$ cat src/rtl/mem_arbiter.sv
// Single-port memory arbiter: shares one fixed-latency memory between the
// fetch (IF) and load/store (MEM) requesters, with round-robin tie breaking.
module mem_arbiter #(
  parameter int unsigned MEM_LAT = 2,
  parameter int unsigned ADDR_W  = 32,
  parameter int unsigned DATA_W  = 32
) (
  input  logic              clk,
  input  logic              rstn,
  input  logic              if_req,
  input  logic [ADDR_W-1:0] if_addr,
  input  logic              if_kill,
  output logic [DATA_W-1:0] if_rdata,
  output logic              if_ready,
  input  logic              dm_req,
  input  logic              dm_we,
  input  logic [ADDR_W-1:0] dm_addr,
  input  logic [DATA_W-1:0] dm_wdata,
  output logic [DATA_W-1:0] dm_rdata,
  output logic              dm_ready,
  output logic              mem_en,
  output logic              mem_we,
  output logic [ADDR_W-1:0] mem_addr,
  output logic [DATA_W-1:0] mem_wdata,
  input  logic [DATA_W-1:0] mem_rdata,
  output logic              stall_if,
  output logic              stall_mem,
  output logic              busy
);

  localparam int unsigned CNT_W = $clog2(MEM_LAT + 1);
  localparam logic [CNT_W-1:0] LAT_LAST = CNT_W'(MEM_LAT);

  typedef enum logic [1:0] {
    ST_IDLE   = 2'd0,
    ST_ACCESS = 2'd1,
    ST_RESP   = 2'd2
  } state_e;

  state_e              state_q, state_d;
  logic [CNT_W-1:0]    cnt_q, cnt_d;
  logic                srv_dm_q, srv_dm_d;
  logic                last_dm_q, last_dm_d;
  logic                kill_q, kill_d;
  logic                mem_en_q, mem_en_d;
  logic                mem_we_q, mem_we_d;
  logic [ADDR_W-1:0]   mem_addr_q, mem_addr_d;
  logic [DATA_W-1:0]   mem_wdata_q, mem_wdata_d;
  logic [DATA_W-1:0]   if_rdata_q, if_rdata_d;
  logic [DATA_W-1:0]   dm_rdata_q, dm_rdata_d;
  logic                if_ready_q, if_ready_d;
  logic                dm_ready_q, dm_ready_d;
  logic                busy_q, busy_d;

  logic                elig_if, elig_dm, pick_dm;

  // Eligibility: in RESP the served requester is excluded, unless it was a
  // killed fetch whose if_req now carries a fresh request.
  always_comb begin
    elig_if = 1'b0;
    elig_dm = 1'b0;
    if (state_q == ST_IDLE) begin
      elig_if = if_req;
      elig_dm = dm_req;
    end else if (state_q == ST_RESP) begin
      elig_if = if_req & (srv_dm_q | kill_q);
      elig_dm = dm_req & ~srv_dm_q;
    end
    pick_dm = elig_dm & (~elig_if | ~last_dm_q);
  end

  always_comb begin
    state_d     = state_q;
    cnt_d       = cnt_q;
    srv_dm_d    = srv_dm_q;
    last_dm_d   = last_dm_q;
    kill_d      = kill_q;
    mem_en_d    = 1'b0;
    mem_we_d    = mem_we_q;
    mem_addr_d  = mem_addr_q;
    mem_wdata_d = mem_wdata_q;
    if_rdata_d  = if_rdata_q;
    dm_rdata_d  = dm_rdata_q;
    if_ready_d  = 1'b0;
    dm_ready_d  = 1'b0;

    case (state_q)
      ST_IDLE, ST_RESP: begin
        if (elig_if | elig_dm) begin
          state_d  = ST_ACCESS;
          cnt_d    = '0;
          srv_dm_d = pick_dm;
          kill_d   = 1'b0;
          mem_en_d = 1'b1;
          // Round-robin pointer only moves on a genuine tie.
          if (elig_if & elig_dm) begin
            last_dm_d = pick_dm;
          end
          if (pick_dm) begin
            mem_we_d    = dm_we;
            mem_addr_d  = dm_addr;
            mem_wdata_d = dm_wdata;
          end else begin
            mem_we_d   = 1'b0;
            mem_addr_d = if_addr;
          end
        end else begin
          state_d = ST_IDLE;
          cnt_d   = '0;
        end
      end

      ST_ACCESS: begin
        kill_d = kill_q | (if_kill & ~srv_dm_q);
        if (srv_dm_q & mem_we_q) begin
          state_d    = ST_RESP;
          dm_ready_d = 1'b1;
        end else if (cnt_q == LAT_LAST) begin
          state_d = ST_RESP;
          cnt_d   = '0;
          if (srv_dm_q) begin
            dm_rdata_d = mem_rdata;
            dm_ready_d = 1'b1;
          end else if (!(kill_q | if_kill)) begin
            if_rdata_d = mem_rdata;
            if_ready_d = 1'b1;
          end
        end else begin
          cnt_d = cnt_q + CNT_W'(1);
        end
      end

      default: begin
        state_d = ST_IDLE;
        cnt_d   = '0;
      end
    endcase

    busy_d = (state_d != ST_IDLE);
  end

  always_ff @(posedge clk) begin
    if (!rstn) begin
      state_q     <= ST_IDLE;
      cnt_q       <= '0;
      srv_dm_q    <= 1'b0;
      last_dm_q   <= 1'b0;
      kill_q      <= 1'b0;
      mem_en_q    <= 1'b0;
      mem_we_q    <= 1'b0;
      mem_addr_q  <= '0;
      mem_wdata_q <= '0;
      if_rdata_q  <= '0;
      dm_rdata_q  <= '0;
      if_ready_q  <= 1'b0;
      dm_ready_q  <= 1'b0;
      busy_q      <= 1'b0;
    end else begin
      state_q     <= state_d;
      cnt_q       <= cnt_d;
      srv_dm_q    <= srv_dm_d;
      last_dm_q   <= last_dm_d;
      kill_q      <= kill_d;
      mem_en_q    <= mem_en_d;
      mem_we_q    <= mem_we_d;
      mem_addr_q  <= mem_addr_d;
      mem_wdata_q <= mem_wdata_d;
      if_rdata_q  <= if_rdata_d;
      dm_rdata_q  <= dm_rdata_d;
      if_ready_q  <= if_ready_d;
      dm_ready_q  <= dm_ready_d;
      busy_q      <= busy_d;
    end
  end

  assign mem_en    = mem_en_q;
  assign mem_we    = mem_we_q;
  assign mem_addr  = mem_addr_q;
  assign mem_wdata = mem_wdata_q;
  assign if_rdata  = if_rdata_q;
  assign if_ready  = if_ready_q;
  assign dm_rdata  = dm_rdata_q;
  assign dm_ready  = dm_ready_q;
  assign busy      = busy_q;

  // Pipeline stall requests; held low while reset is asserted.
  assign stall_if  = rstn & if_req & ~if_ready_q & ~if_kill;
  assign stall_mem = rstn & dm_req & ~dm_ready_q;

endmodule

$ cat config.mk
export PLATFORM = sky130hd
export DESIGN_NAME = mem_arbiter
export DESIGN_NICKNAME = d
export VERILOG_FILES = /design/src/rtl/mem_arbiter.sv
export SDC_FILE = /design/constraint.sdc
export NUM_CORES = 1
export LEC_CHECK = 0
export CORE_ASPECT_RATIO = 0.5
export CORE_MARGIN = 2
export CORE_UTILIZATION = 40
export CTS_CLUSTER_DIAMETER = 60
export DETAILED_ROUTE_END_ITERATION = 6
export GPL_TIMING_DRIVEN = 1
export PLACE_DENSITY = 0.8
export RECOVER_POWER = 25
export SYNTH_ARGS = -nofsm -noshare
export SYNTH_HDL_FRONTEND = slang
export SYNTH_SLANG_ARGS = --single-unit
$ cat constraint.sdc
create_clock -name clk -period 2.3 [get_ports clk]
set_input_delay 0.46 -clock clk [delete_from_list [all_inputs] [get_ports clk]]
set_output_delay 0.46 -clock clk [all_outputs]
set_load 0.005 [all_outputs]
# Word level (Yosys, flattened, before mapping)
# Cells that the tools add are included.
# classes
addsub	1
n_eq_ne	4
n_mux	18
n_bitwise	27
reduce_logical	13
# ops
op	count
32-bit two-way mux	1
1-bit two-way mux	12
1-bit bitwise AND	11
1-bit NOT	11
2-bit AND reduction	4
2-bit two-way mux	3
3-bit AND reduction	2
1-bit OR	5
5-bit AND reduction	1
5-bit OR reduction	1
2-bit equality test, second input constant	2
2-bit one-hot mux with 2 select lines	1
4-bit AND reduction	1
2-bit nonzero test	2
2-bit by 1-bit adder with 2-bit output, second input constant	1
2-bit by 1-bit equality test with 1-bit output, second input constant	1
2-bit logical NOT	1
2-bit inequality test, second input constant	1
1-bit one-hot mux with 2 select lines	1
2-bit OR reduction	1
# word_totals
regBits	140
out_inout_bits	135
word_cells	77

# Longest topological paths before layout
# Gate-level depths: netlist of run 1.
# depth
depth_word	8
ltp_mapped	7
ltp_nobuf	4

# Worst setup path before layout of run 1
# Ideal clock, no wire load.
# synth_path
path_kind	flip-flop to flip-flop
startpoint	register state_q[0]
endpoint	register if_rdata_q[18] (netlist: if_rdata[18])
arrival_time_ns	1.622
t_required_ns	2.184
slack_ns	0.561
path_stages_with_launch	7
synth_period_minus_slack_ns	1.739
path_cell_list	dfxtp_1 -> or3b_4 -> or4_4 -> buf_6 -> buf_6 -> nand2_1 -> a21boi_1
# synth_via
elab_chain_cells	2
# synth_rtl
element	line_no	source
from (decl)	40	state_e state_q, state_d;
from (signal assigned)	159	state_q <= state_d;
2-bit by 1-bit equality test with 1-bit output	87	case (state_q)
5-bit AND reduction (no line)	n/a	
to (signal assigned)	168	if_rdata_q <= if_rdata_d;
to (decl)	49	logic [DATA_W-1:0] if_rdata_q, if_rdata_d;
# No other way between the ends.
# A chain may end at the register's enable or synchronous reset.

# Final worst setup path of run 1
# layout_path
startpoint	input dm_req
endpoint	output stall_mem
# layout_via
elab_chain_cells	2
# layout_rtl
element	line_no	source
from (decl)	15	input logic dm_req,
1-bit bitwise AND (2 in a row)	188	assign stall_mem = rstn & dm_req & ~dm_ready_q;
to (decl)	27	output logic stall_mem,
# No other way between the ends.

==> run_results.csv, run 1 <==
group,metric,value,unit
setup_path,crit_slowest_cell,"clkdlybuf4s50_1",
power,clkPwrFrac,0.433,
grt,antenna_found_initial,0,
routing,drt-met1-wl,6700,µm
grt,gr-total-overflow,0,
clock_network,cts_tree,"built",
floorplan,fp.dieH,86.1,µm
setup_path,crit_type,"input port to output pin",
setup_path,rr_worst_depth,5,
yosys,synthArstFlopShare,0,
yosys,ys.flop_type,"dfxtp_1",
grt,grt_pass1_wl,24800,µm
setup_path,cpLargestDelayFamily,"buffers and inverters",
place,hpwlAfterDp,10900,µm
clock_network,cts_max_level,4,
routing,dr.pass1.iters,4,
place,dpl_cell_area,8270,µm²
floorplan,core,12900,µm²
power,comb_power_share,0.135,
setup_path,cp_max_fo,4,
yosys,synth_warnings,0,
yosys,synth_nets,723,
setup_path,start_kind,"input port",
setup_path,crit_path_start,"dm_req",
floorplan,fp.dieW,168,µm
yosys,synth.cell_area,5390,µm²
clock_network,clkTransAtPathRegs,0.06,ns
grt,grt_pass1_vias,4834,
setup_path,cpPeakStageDelay,0.54,ns
routing,drc,0,
floorplan,fp-row-count,29,
yosys,yosys-top-cells-area,"dfxtp_1, nand2_1, a21boi_0, mux2i_1, o2bb2ai_1",
setup_path,endpoint,"stall_mem",
floorplan,die_area,14500,µm²
timing,max_slew_margin,0.308,
floorplan,start_util,0.418,
grt,grt.total_usage,0.214,
timing,fin_crit,2.12,ns
timing,finalCritPeriodShare,0.923,
yosys,synth-edff-count,0,
timing,final_max_slew_viol_count,0,
place,io_buffer_count,268,
timing,tightest_slew,1.04,ns
setup_path,cp_num_cells,4,
setup_path,worstPathCellList,"clkdlybuf4s50_1 -> nand2_1 -> nor2_1 -> clkdlybuf4s50_1",
yosys,ys_types,33,
place,place_congestion,0.784,
layout,syn_to_final_growth,63.5,%
clock_network,cts.path.max_buffers,2,
setup_path,crit_required,1.84,ns
layout,layout-drive-gt1-share,0.0592,
power,switching_share,0.241,
clock_network,cts_setup_buffers,0,
layout,n_antenna_cell,0,
yosys,yosys_register_bits,140,
worst_hold_path,hold_path_class,"flop to flop",
yosys,netlist_top_cells_count,"nand2_1, dfxtp_1, a21boi_0",
timing,grt_setup_unrepaired,"false",
floorplan,io_pins,269,
timing,setup_viol,0,
setup_path,critPathCaptureType,"output pin",
clock_network,clock-sinks,140,
clock_network,insertion_delay,0.40,ns
yosys,yosysMostFrequentCell,"nand2_1",
routing,routed-wl-met3,779,µm
run,drv_cap,0,
power,p_leak,3.34,nW
setup_path,r2r-end,"mem_wdata[4]",
clock_network,cts_buffers,17,
timing,finClkSkew,0.0101,ns
routing,wl_met2,7800,µm
routing,avgRoutedWirePerCell,15.1,µm
clock_network,cts_root_buffer,"clkbuf_16",
setup_path,r2r-start,"kill_q",
routing,wl,15600,µm
power,power_frac_seq,0.432,
timing,final.setup.tns,0,ns
setup_path,critPathArrivalTime,1.66,ns
yosys,synth_area_per_cell,9.16,µm²
routing,viasPerCell,4.86,
routing,initialDrtViolationCount,285,
routing,vias,5013,
routing,ant_nets,0,
power,power.switching,1.45,mW
status,outcome,"finished, final reports clean",
clock_network,cts_hold_buf,0,
clock_network,cts_resized,0,
routing,top_layer_used,"met4",
setup_path,critical_path_buf_inv_count,2,
setup_path,ff2ff_setup_slack,0.32,ns
timing,hold_viol_final,0,
timing,fmax,471,MHz
setup_path,cp_common_cell,"clkdlybuf4s50_1",
yosys,yosysSeqAreaShare,0.520,
power,vdd_drop_max,0.000463,V
layout,nets,983,
power,powerDensity,680,nW/µm²
yosys,syn-instance-count,589,
yosys,synth_top_area_share,0.520,
yosys,synth_top_area_cell,"dfxtp_1",
grt,grt_max_degree,67,
layout,design_area,8820,µm²
power,intPower,4.55,mW
## layer usage
| layer | track usage | vias to the layer above |
|---|---|---|
| li1 | - | 2502 |
| met1 | 0.257 | 2340 |
| met2 | 0.385 | 148 |
| met3 | 0.0452 | 23 |
| met4 | 0.0745 | 0 |
| met5 | 0 | - |
## through the flow
stage | utilization | worst slack [ns] | hold WS, ns | std cells | power, mW
6_report | 0.683 | 0.177 | 0.448 | 1032 | 6.00
5_1_grt | 0.683 | 0.0783 | 0.468 | 1032 | 6.25
4_1_cts | 0.684 | 0.00834 | 0.454 | 1032 | 6.07
3_5_place_dp | 0.641 | 0.00272 | 0.445 | 1000 | 3.47
3_3_place_gp | 0.641 | 0.0207 | 0.440 | 1000 | 3.46
2_1_floorplan | - | 0.561 | 0.451 | 589 | 2.93
## area by class of cell
class / instances / area, µm²
Clock buffer: 18 / 429
Inverter: 5 / 18.8
Multi-Input combinational cell: 401 / 2360
Sequential cell: 140 / 2800
Timing Repair Buffer: 284 / 2860
Fill cell: 1046 / 4100
Tap cell: 170 / 213
Clock inverter: 14 / 135
## registers in the layout, summed over array words and instances (netlist names)
name / flops
dm_rdata: 32
if_rdata: 32
mem_addr: 32
mem_wdata: 32
cnt_q: 2
state_q: 2
busy: 1
dm_ready: 1
if_ready: 1
kill_q: 1
last_dm_q: 1
mem_en: 1
mem_we: 1
srv_dm_q: 1
## power by group through the flow
stage,Sequential [mW],Clock (mW),Combinational (mW)
detailed placement,2.64,0,0.826
global route,2.60,2.77,0.872
global placement,2.64,0,0.814
CTS,2.59,2.65,0.830
finish,2.59,2.59,0.809
floorplan,2.65,0,0.279
## placed cells by master (no fill, tap or decap), types with 6 or more instances in the layout
master,count
clkdlybuf4s50_1,235
nand2_1,199
dfxtp_1,140
a21boi_0,67
mux2i_1,32
o2bb2ai_1,32
dlygate4sd3_1,31
a21boi_1,30
clkbuf_16,17
buf_4,9
nor2_1,6
nor2b_1,6
## how the worst min path moves through the flow
stage / end / startpoint / cells past startpoint / slack [ns]
after floorplan: if_rdata[0] / if_rdata[0] / 2 / 0.45
after global placement: if_rdata[7] / if_rdata[7] / 2 / 0.44
after detailed placement: if_rdata[8] / if_rdata[8] / 2 / 0.45
after CTS: if_rdata[8] / if_rdata[8] / 2 / 0.45
after global routing: if_rdata[10] / if_rdata[10] / 2 / 0.47
final: if_rdata[8] / if_rdata[8] / 2 / 0.45
## cell families (layout without fill, tap and decap cells)
family                    after synthesis  after routing  synth area share
and+or+nand+nor                       227            227             0.175
AOI/OAI and AO/OA                     141            141             0.202
xor gates and xnor gates                1              1           0.00162
DFF                                   140            140             0.520
muxes                                  32             32            0.0594
buffers and inverters                  48            321            0.0429
## worst min-delay path, delay by kind of cell, from the launching register on
family,cells,cell delay [ns]
and+or+nand+nor,1,0.05
AOI/OAI and AO/OA,1,0.05
DFF,1,0.30
Power figures use the tool's default switching activity.
==> run 2: changes to the inputs <==
--- a/config.mk
+++ b/config.mk
@@ -7,11 +7,12 @@
 export LEC_CHECK = 0
 export CORE_ASPECT_RATIO = 0.5
 export CORE_MARGIN = 2
-export CORE_UTILIZATION = 40
+export CORE_UTILIZATION = 41
+export CTS_BUF_LIST = sky130_fd_sc_hd__clkbuf_8
 export CTS_CLUSTER_DIAMETER = 60
 export DETAILED_ROUTE_END_ITERATION = 6
 export GPL_TIMING_DRIVEN = 1
-export PLACE_DENSITY = 0.8
+export PLACE_DENSITY = 0.82
 export RECOVER_POWER = 25
 export SYNTH_ARGS = -nofsm -noshare
 export SYNTH_HDL_FRONTEND = slang
==> run 2 against run 1 <==
Non-clock buffer count stayed put. Worst setup slack better by 0.019 ns. Cell area is 1.7% lower. Clock skew is 0.0026 ns higher. Critical path depth stayed put. Die area is 2.4% lower. Clock-buffer cell count is 3 higher.
==> run_results.csv, run 2 (synthesis results as in run 1) <==
group,metric,value,unit
status,outcome,"finished, final reports clean",
floorplan,fp.dieW,166,µm
clock_network,cts_tree,"built",
clock_network,cts_root_buffer,"clkbuf_8",
clock_network,cts_resized,0,
grt,gr-total-overflow,0,
floorplan,io_pins,269,
floorplan,fp.dieH,85.1,µm
layout,finalCoreUtilization,0.681,
clock_network,clkTransAtPathRegs,0.07,ns
run,drv_cap,0,
place,dpl_cell_area,8270,µm²
routing,dr.pass1.iters,4,
timing,holdWs,0.450,ns
layout,design_area,8670,µm²
grt,grt_max_degree,66,
power,powerDensity,624,nW/µm²
clock_network,cts_buffers,17,
setup_path,critPathArrivalTime,1.64,ns
setup_path,start_kind,"input port",
timing,tightest_slew,0.736,ns
timing,max_slew_margin,0.510,
routing,vias,5025,
floorplan,start_util,0.424,
clock_network,cts_hold_buf,0,
place,pre_cts_ws,-0.0493,ns
routing,wl,15700,µm
timing,fmax,475,MHz
timing,finalCritPeriodShare,0.915,
clock_network,cts_setup_buffers,0,
clock_network,clock-sinks,140,
setup_path,critPathCaptureType,"output pin",
grt,grt_pass1_vias,5019,
timing,finClkSkew,0.0127,ns
layout,nets,983,
layout,n_antenna_cell,0,
power,p_leak,3.27,nW
place,hpwlAfterDp,11000,µm
grt,antenna_found_initial,0,
grt,grt_pass1_wl,25100,µm
timing,worst_slack,0.196,ns
timing,fin_crit,2.10,ns
timing,grt_setup_unrepaired,"false",
routing,drc,0,
timing,hold_viol_final,0,
floorplan,core,12700,µm²
layout,layout_commonest_cell,"clkdlybuf4s50_1",
power,vdd_drop_max,0.000337,V
place,io_buffer_count,268,
layout,layout_common_cells,"clkdlybuf4s50_1, nand2_1, dfxtp_1, a21boi_0",
timing,setup_viol,0,
timing,final_max_slew_viol_count,0,
worst_hold_path,hold_path_class,"flop to flop",
setup_path,crit_type,"input port to output pin",
place,place_congestion,0.772,
grt,grt.total_usage,0.218,
clock_network,cts_max_level,4,
floorplan,die_area,14100,µm²
layout,syn_to_final_growth,60.7,%
routing,viasPerCell,4.87,
clock_network,insertion_delay,0.42,ns
setup_path,cp_max_fo,4,
routing,ant_nets,0,
routing,initialDrtViolationCount,249,
floorplan,fp-row-count,29,
clock_network,cts.path.max_buffers,2,
layout,layout-drive-gt1-share,0.0581,
routing,avgRoutedWirePerCell,15.2,µm
setup_path,crit_required,1.84,ns
==> run 2: cell types whose count changed in the layout (fill, tap and decap cells not counted), moves of 3 or more <==
cell | before | now
clkdlybuf4s50_1 | 235 | 238
dlygate4sd3_1 | 31 | 28
clkinv_4 | 3 | 0
inv_6 | 5 | 1
clkbuf_16 | 17 | 0
clkbuf_8 | 0 | 21
==> run 2: report_power, final <==
group / switching, mW / internal [mW] / total (mW) / leakage (nW)
Sequential: 0.0610 / 2.53 / 2.59 / 1.14
Combinational: 0.309 / 0.510 / 0.820 / 1.93
Clock: 0.923 / 1.07 / 2.00 / 0.194
==> run 2: per-layer routing <==
layer,global-route usage,wire length (µm),vias up
met5,0,0,-
met4,0.0752,308,0
met3,0.0480,800,23
met2,0.407,7930,155
met1,0.251,6630,2352
li1,-,-,2495
==> run 2: cell type report <==
type                            instances  area [µm²]
Fill cell                            1034        4070
Multi-Input combinational cell        401        2380
Inverter                                5        18.8
Clock inverter                         10         115
Tap cell                              170         213
Clock buffer                           21         289
Timing Repair Buffer                  284        2850
Sequential cell                       140        2800
==> run 2: path summary, 6_finish.rpt <==
path	startpoint	endpoint	slack [ns]	cells past startpoint
worst min register to register	if_rdata[12]	if_rdata[12]	0.45	2
worst min-delay path	if_rdata[12]	if_rdata[12]	0.45	2
worst max register to register	state_q[0]	if_rdata[27]	0.35	4
worst max-delay path	dm_req	stall_mem	0.20	4
==> run 2: critical path, cell delays in order <==
cell             delay, ns
clkdlybuf4s50_1       0.54
nand2_1               0.07
nor2_1                0.08
clkdlybuf4s50_1       0.50
==> run 2: per-stage QoR <==
stage / power (mW) / TNS [ns] / instances
floorplan: 2.93 / 0 / 589
global route: 5.64 / 0 / 1031
CTS: 5.48 / 0 / 1031
detailed placement: 3.48 / -1.38 / 1000
finish: 5.41 / 0 / 1031
global placement: 3.46 / 0 / 1000
